`src/rtl/vend_dispense_if.sv`:
```
// Vend output-stage bus: vend request/change in, mechanism ack in, actuator drives and status out.
// Optional stats counters appear when VEND_DISPENSE_STATS_EN is defined.
interface vend_dispense_if;
   logic        soda_i;
   logic [2:0]  change_i;
   logic        eject_ack_i;
   logic        busy_o;
   logic        soda_eject_o;
   logic        coin_eject_o;
   logic [2:0]  pending_o;
   logic        fault_o;
`ifdef VEND_DISPENSE_STATS_EN
   logic [15:0] vend_count_o;
   logic [15:0] coin_count_o;
`endif

   modport master (
      output soda_i, change_i, eject_ack_i,
      input  busy_o, soda_eject_o, coin_eject_o, pending_o, fault_o
`ifdef VEND_DISPENSE_STATS_EN
      , input vend_count_o, coin_count_o
`endif
   );

   modport slave (
      input  soda_i, change_i, eject_ack_i,
      output busy_o, soda_eject_o, coin_eject_o, pending_o, fault_o
`ifdef VEND_DISPENSE_STATS_EN
      , output vend_count_o, coin_count_o
`endif
   );
endinterface

```
`src/rtl/vend_dispense.sv`:
```
// Vend output sequencer: one timed soda pulse, then one pulse per nickel, each awaiting an ack.
// Define VEND_DISPENSE_STATS_EN to add saturating vend/coin ack counters.
module vend_dispense #(
   parameter int unsigned PULSE_W     = 4,
   parameter int unsigned ACK_TIMEOUT = 255
) (
   input logic            clk_i,
   input logic            reset_i,
   vend_dispense_if.slave bus
);
   typedef enum logic [2:0] {
      IDLE, SODA_PULSE, SODA_WAIT, COIN_PULSE, COIN_WAIT, FAULT
   } state_t;

   localparam logic [3:0] PULSE_LAST = 4'(PULSE_W - 1);
   localparam logic [7:0] TMO_LAST   = 8'(ACK_TIMEOUT - 1);

   state_t      state_reg;
   logic        soda_q;
   logic [2:0]  pending_reg;
   logic [3:0]  pulse_cnt_reg;
   logic [7:0]  tmo_cnt_reg;
   logic        trigger;

   assign trigger = bus.soda_i & ~soda_q;

   always_ff @(posedge clk_i) begin
      if (reset_i) begin
         state_reg     <= IDLE;
         soda_q        <= 1'b0;
         pending_reg   <= 3'd0;
         pulse_cnt_reg <= 4'd0;
         tmo_cnt_reg   <= 8'd0;
      end else begin
         soda_q <= bus.soda_i;
         case (state_reg)
            IDLE: begin
               if (trigger) begin
                  pending_reg   <= bus.change_i;
                  pulse_cnt_reg <= 4'd0;
                  state_reg     <= SODA_PULSE;
               end
            end
            SODA_PULSE, COIN_PULSE: begin
               if (pulse_cnt_reg == PULSE_LAST) begin
                  tmo_cnt_reg <= 8'd0;
                  state_reg   <= (state_reg == SODA_PULSE) ? SODA_WAIT : COIN_WAIT;
               end else begin
                  pulse_cnt_reg <= pulse_cnt_reg + 4'd1;
               end
            end
            SODA_WAIT, COIN_WAIT: begin
               // An ack on the edge the timeout would expire still counts.
               if (bus.eject_ack_i) begin
                  pulse_cnt_reg <= 4'd0;
                  if (state_reg == SODA_WAIT) begin
                     state_reg <= (pending_reg != 3'd0) ? COIN_PULSE : IDLE;
                  end else begin
                     pending_reg <= pending_reg - 3'd1;
                     state_reg   <= (pending_reg != 3'd1) ? COIN_PULSE : IDLE;
                  end
               end else begin
                  tmo_cnt_reg <= tmo_cnt_reg + 8'd1;
                  if (tmo_cnt_reg == TMO_LAST)
                     state_reg <= FAULT;
               end
            end
            FAULT: state_reg <= FAULT;
            default: state_reg <= IDLE;
         endcase
      end
   end

   assign bus.busy_o       = (state_reg != IDLE);
   assign bus.soda_eject_o = (state_reg == SODA_PULSE);
   assign bus.coin_eject_o = (state_reg == COIN_PULSE);
   assign bus.fault_o      = (state_reg == FAULT);
   assign bus.pending_o    = pending_reg;

`ifdef VEND_DISPENSE_STATS_EN
   logic [15:0] vend_count_reg;
   logic [15:0] coin_count_reg;

   always_ff @(posedge clk_i) begin
      if (reset_i) begin
         vend_count_reg <= 16'd0;
         coin_count_reg <= 16'd0;
      end else if (bus.eject_ack_i) begin
         if (state_reg == SODA_WAIT && vend_count_reg != 16'hFFFF)
            vend_count_reg <= vend_count_reg + 16'd1;
         if (state_reg == COIN_WAIT && coin_count_reg != 16'hFFFF)
            coin_count_reg <= coin_count_reg + 16'd1;
      end
   end

   assign bus.vend_count_o = vend_count_reg;
   assign bus.coin_count_o = coin_count_reg;
`endif
endmodule
```
`src/flat_wrapper.sv`:
```
// flat-port wrapper written by rule: the top's interface ports become plain ports
module vend_dispense_flat 
#(
   parameter int unsigned PULSE_W     = 4,
   parameter int unsigned ACK_TIMEOUT = 255
)
  (clk_i, reset_i, bus_soda_i, bus_change_i, bus_eject_ack_i, bus_busy_o, bus_soda_eject_o, bus_coin_eject_o, bus_pending_o, bus_fault_o);
  vend_dispense_if bus_i ();
  input logic clk_i;
  input logic reset_i;
  input wire logic [$bits(bus_i.soda_i)-1:0] bus_soda_i;
  input wire logic [$bits(bus_i.change_i)-1:0] bus_change_i;
  input wire logic [$bits(bus_i.eject_ack_i)-1:0] bus_eject_ack_i;
  output wire logic [$bits(bus_i.busy_o)-1:0] bus_busy_o;
  output wire logic [$bits(bus_i.soda_eject_o)-1:0] bus_soda_eject_o;
  output wire logic [$bits(bus_i.coin_eject_o)-1:0] bus_coin_eject_o;
  output wire logic [$bits(bus_i.pending_o)-1:0] bus_pending_o;
  output wire logic [$bits(bus_i.fault_o)-1:0] bus_fault_o;
  assign bus_i.soda_i = bus_soda_i;
  assign bus_i.change_i = bus_change_i;
  assign bus_i.eject_ack_i = bus_eject_ack_i;
  assign bus_busy_o = bus_i.busy_o;
  assign bus_soda_eject_o = bus_i.soda_eject_o;
  assign bus_coin_eject_o = bus_i.coin_eject_o;
  assign bus_pending_o = bus_i.pending_o;
  assign bus_fault_o = bus_i.fault_o;
  vend_dispense #(.PULSE_W(PULSE_W), .ACK_TIMEOUT(ACK_TIMEOUT)) u_core (.clk_i(clk_i), .reset_i(reset_i), .bus(bus_i));
endmodule
```
`config.mk`:
```
export PLATFORM = sky130hd
export DESIGN_NAME = vend_dispense_flat
export DESIGN_NICKNAME = d
export VERILOG_FILES = /design/src/rtl/vend_dispense_if.sv /design/src/rtl/vend_dispense.sv /design/src/flat_wrapper.sv
export SDC_FILE = /design/constraint.sdc
export NUM_CORES = 1
export LEC_CHECK = 0
export CORE_ASPECT_RATIO = 0.7
export CORE_MARGIN = 4
export CORE_UTILIZATION = 30
export DETAILED_ROUTE_END_ITERATION = 8
export GPL_TIMING_DRIVEN = 0
export PLACE_DENSITY = 0.48
export SYNTH_ARGS = -nofsm -noshare
export SYNTH_HDL_FRONTEND = slang
export SYNTH_SLANG_ARGS = --single-unit
```
`constraint.sdc`:
```
create_clock -name clk_i -period 1.9 [get_ports clk_i]
set_clock_uncertainty 0.05 [all_clocks]
set_input_delay 0.475 -clock clk_i [delete_from_list [all_inputs] [get_ports clk_i]]
set_output_delay 0.475 -clock clk_i [all_outputs]
set_load 0.01 [all_outputs]
```
==> key figures <==
STA
  – Hold WS: about 0.44 ns
  – Final Cycle Share: 0.969
  – Final Setup Violations: 0
  – Slew HR: 0.621
  – Final Hold Fails: 0
  – Final setup margin: just under 0.06 ns
  – Worst slew pin tran: roughly 0.57 ns
  – Tmin final: between 1.5 and 2 ns
  – Fmax: roughly 540 MHz
  – Count of pins over their slew limit: 0

Yosys
  – Area leader, netlist: dfxtp_1
  – Top cells by area, synth: dfxtp_1 (32%), ha_1 (6.4%), nor2_1 (4.5%), a21oi_1 (3.8%), o21ai_0 (3.8%)
  – Seq cells post-synth: 19
  – Main synth FF type: dfxtp_1
  – Number of synthesized flops with an enable pin: 0
  – Synth top area share: 0.322
  – Yosys cell types: 44
  – Register area share after synthesis: 0.322
  – Mapped Cells: 145
  – Mapped cell area: 1180 sq um
  – Mapped Avg Cell Area: about 8.1 sq um
  – Net count after synthesis: ~160
  – Asr flop ratio synth: 0
  – YS warnings: 0

Setup path
  – Critical path peak fanout: 4
  – Critical path required time: about 2 ns
  – Reg-to-reg startpoint: u_core.pulse_cnt_reg[1]$_SDFFE_PP0P_
  – R2r endpoint: u_core.pulse_cnt_reg[3]$_SDFFE_PP0P_
  – CP startpoint kind: primary input
  – Register-to-Register Setup Slack: around 0.10 ns
  – Worst R2R Path Depth: 5
  – Arr. time, crit path: about 1.9 ns
  – Crit. End Element: register
  – Crit Path Class: in2reg

Cells and area
  – Final std cells w/o fill: 216
  – Commonest non-fill, non-tap cell in the layout: dfxtp_1
  – Fillers: between 300 and 400
  – Fin nets: 180
  – Layout cell share with drive strength beyond 1: 0.205
  – Max reg flops: 8
  – Most frequent cells in the layout: dfxtp_1 (15), nor2_1 (12), nand2_1 (11)
  – Layout area overhead: 30.8%
  – Final antenna diode count: 0
  – Layout Cell Area excl Fill: around 1500 sq um

Detailed routing
  – DR WL/cell: around 14 um
  – Final ANT Viol Nets: 0
  – Pre-antenna DRT Iters: 4
  – Starting DRT DRC Count: between 80 and 90
  – Total number of vias: 1127
  – DRC: 0
  – Final WL: around 3000 um
  – Vias per cell: between 5 and 6

Placement
  – Inst Count DP: ~210
  – Pre-CTS setup slack: -0.350 ns
  – # port buffers: 13
  – DP Area: between 1000 and 1500 sq um
  – GPL Wtd Cong: about 0.76
  – DP HPWL: around 2300 um

Min path
  – WHS Path Cells: 2
  – Hold WC Path Type: reg2reg
  – Hold wc startpoint: u_core.tmo_cnt_reg[0]$_SDFFE_PP0P_
  – WHS Endpoint: u_core.tmo_cnt_reg[0]$_SDFFE_PP0P_

CTS
  – Clock sinks: 19
  – Clk pin slew, worst setup/hold paths: 0.07 ns
  – CTS Root Cell: clkbuf_8
  – Number of buffers created by CTS: 3
  – H-Tree Level Count: 1
  – TritonCTS clock tree: done
  – CTS Buffer Depth: 2
  – Skew-Pair Late Insertion Delay: 0.26 ns

Floorplan
  – I/O pins: 14
  – Row cnt: 18
  – Die Footprint: 5020 sq um
  – Area of the core: approximately 3600 sq um
  – Horiz. Die Dim: roughly 83 um
  – Starting Density: 0.323
  – Chip Height: 60.5 um

Global route
  – Global-route wire length before repair: 5000 um
  – Initial antenna violation count: 0
  – All-layer global routing usage: 0.126
  – Grt total ovfl: 0
  – Vias in the first global route: 1025
  – Largest net degree at the start of global routing: 12

Outcome
  – Status: finished clean

Flow run
  – Max-cap viol count: 0

Power
  – Maximum VDD drop: 0.281 mV
  – Power per cell area: 672 nW/um^2
  – P_leak: ~0.54 nW
-- critical path, cell delays in order --
cell             delay (ns)
clkdlybuf4s50_1        0.48
or3b_4                 0.40
a211oi_4               0.26
buf_6                  0.14
a211o_1                0.11
o31ai_1                0.06
-- per-layer routing --
metal | vias to the layer above | share of wire | track usage
met2 | 29 | 0.42 | 0.179
li1 | 571 | - | -
met5 | - | 0 | 0
met4 | 0 | 0.0062 | 0.0280
met3 | 2 | 0.049 | 0.0339
met1 | 525 | 0.53 | 0.188
-- synthesized netlist by cell type (3+ instances only) --
library cell and count:
a21oi_1 9, buf_2 4, dfxtp_1 19, ha_1 6, inv_1 6, nand2_1 11, nand2b_1 4, nand3_1 8
nor2_1 14, nor2b_1 6, o21ai_0 9, o31ai_1 3, or3_1 5
-- cell type report --
| type | instances | area [sq um] | area share |
|---|---|---|---|
| flip-flops and latches | 19 | 390 | 0.253 |
| well taps | 50 | 62.6 | 0.0406 |
| plain buffers | 6 | 40.0 | 0.0260 |
| clock inverters | 1 | 5.00 | 0.00324 |
| clock buffers | 3 | 41.3 | 0.0268 |
| multi-input cells | 113 | 811 | 0.526 |
| inverters | 6 | 22.5 | 0.0146 |
| repair buffers | 18 | 170 | 0.110 |
-- worst max-delay path by stage --
stage          depth (start not counted)                            startpoint                                   end  slack [ns]
6_report                               6                            bus_soda_i  u_core.bus.pending_o[0]$_SDFFE_PP0P_        0.06
5_1_grt                                6                            bus_soda_i  u_core.bus.pending_o[0]$_SDFFE_PP0P_     -0.0003
4_1_cts                                4      u_core.state_reg[2]$_SDFFE_PP0P_                      bus_soda_eject_o       -0.02
3_5_place_dp                           6                       bus_eject_ack_i    u_core.tmo_cnt_reg[6]$_SDFFE_PP0P_       -0.35
3_3_place_gp                           6                       bus_eject_ack_i    u_core.tmo_cnt_reg[6]$_SDFFE_PP0P_       -0.32
2_1_floorplan                          5  u_core.pulse_cnt_reg[0]$_SDFFE_PP0P_  u_core.pulse_cnt_reg[3]$_SDFFE_PP0P_        0.18
-- what timing repair did --
action	4_1_cts	5_1_grt
hold buffers	0	0
pin swaps	0	1
setup buffers	0	5
setup endpoints to repair	11	13
gates resized for setup	19	18
-- through the flow --
stage | setup TNS, ns | util | power (W)
2_1_floorplan | 0 | - | 0.000592
6_report | 0 | 0.423 | 0.00104
4_1_cts | -0.0293 | 0.396 | 0.000983
3_5_place_dp | -3.40 | 0.376 | 0.000680
5_1_grt | -0.000255 | 0.423 | 0.00110
3_3_place_gp | -3.17 | 0.376 | 0.000679
-- kinds of logic (layout without fill, tap and decap cells) --
| logic type | Yosys count | in the layout | synth area share |
|---|---|---|---|
| flip-flops | 19 | 19 | 0.322 |
| buffers and inverters | 13 | 34 | 0.0467 |
| AO/OA/AOI/OAI | 39 | 39 | 0.232 |
| AND/OR/NAND/NOR | 63 | 63 | 0.289 |
| multiplexers | 2 | 2 | 0.0170 |
| adder cells (fa/ha/maj) | 6 | 6 | 0.0636 |
| XOR/XNOR | 3 | 3 | 0.0286 |
-- power by group --
group / internal (W) / switching [W] / total (W)
registers: 0.000417 / 0.0000230 / 0.000440
clock network: 0.000146 / 0.000145 / 0.000291
logic: 0.000147 / 0.000159 / 0.000306
total: 0.000710 / 0.000327 / 0.00104
Power figures use the tool's default switching activity.
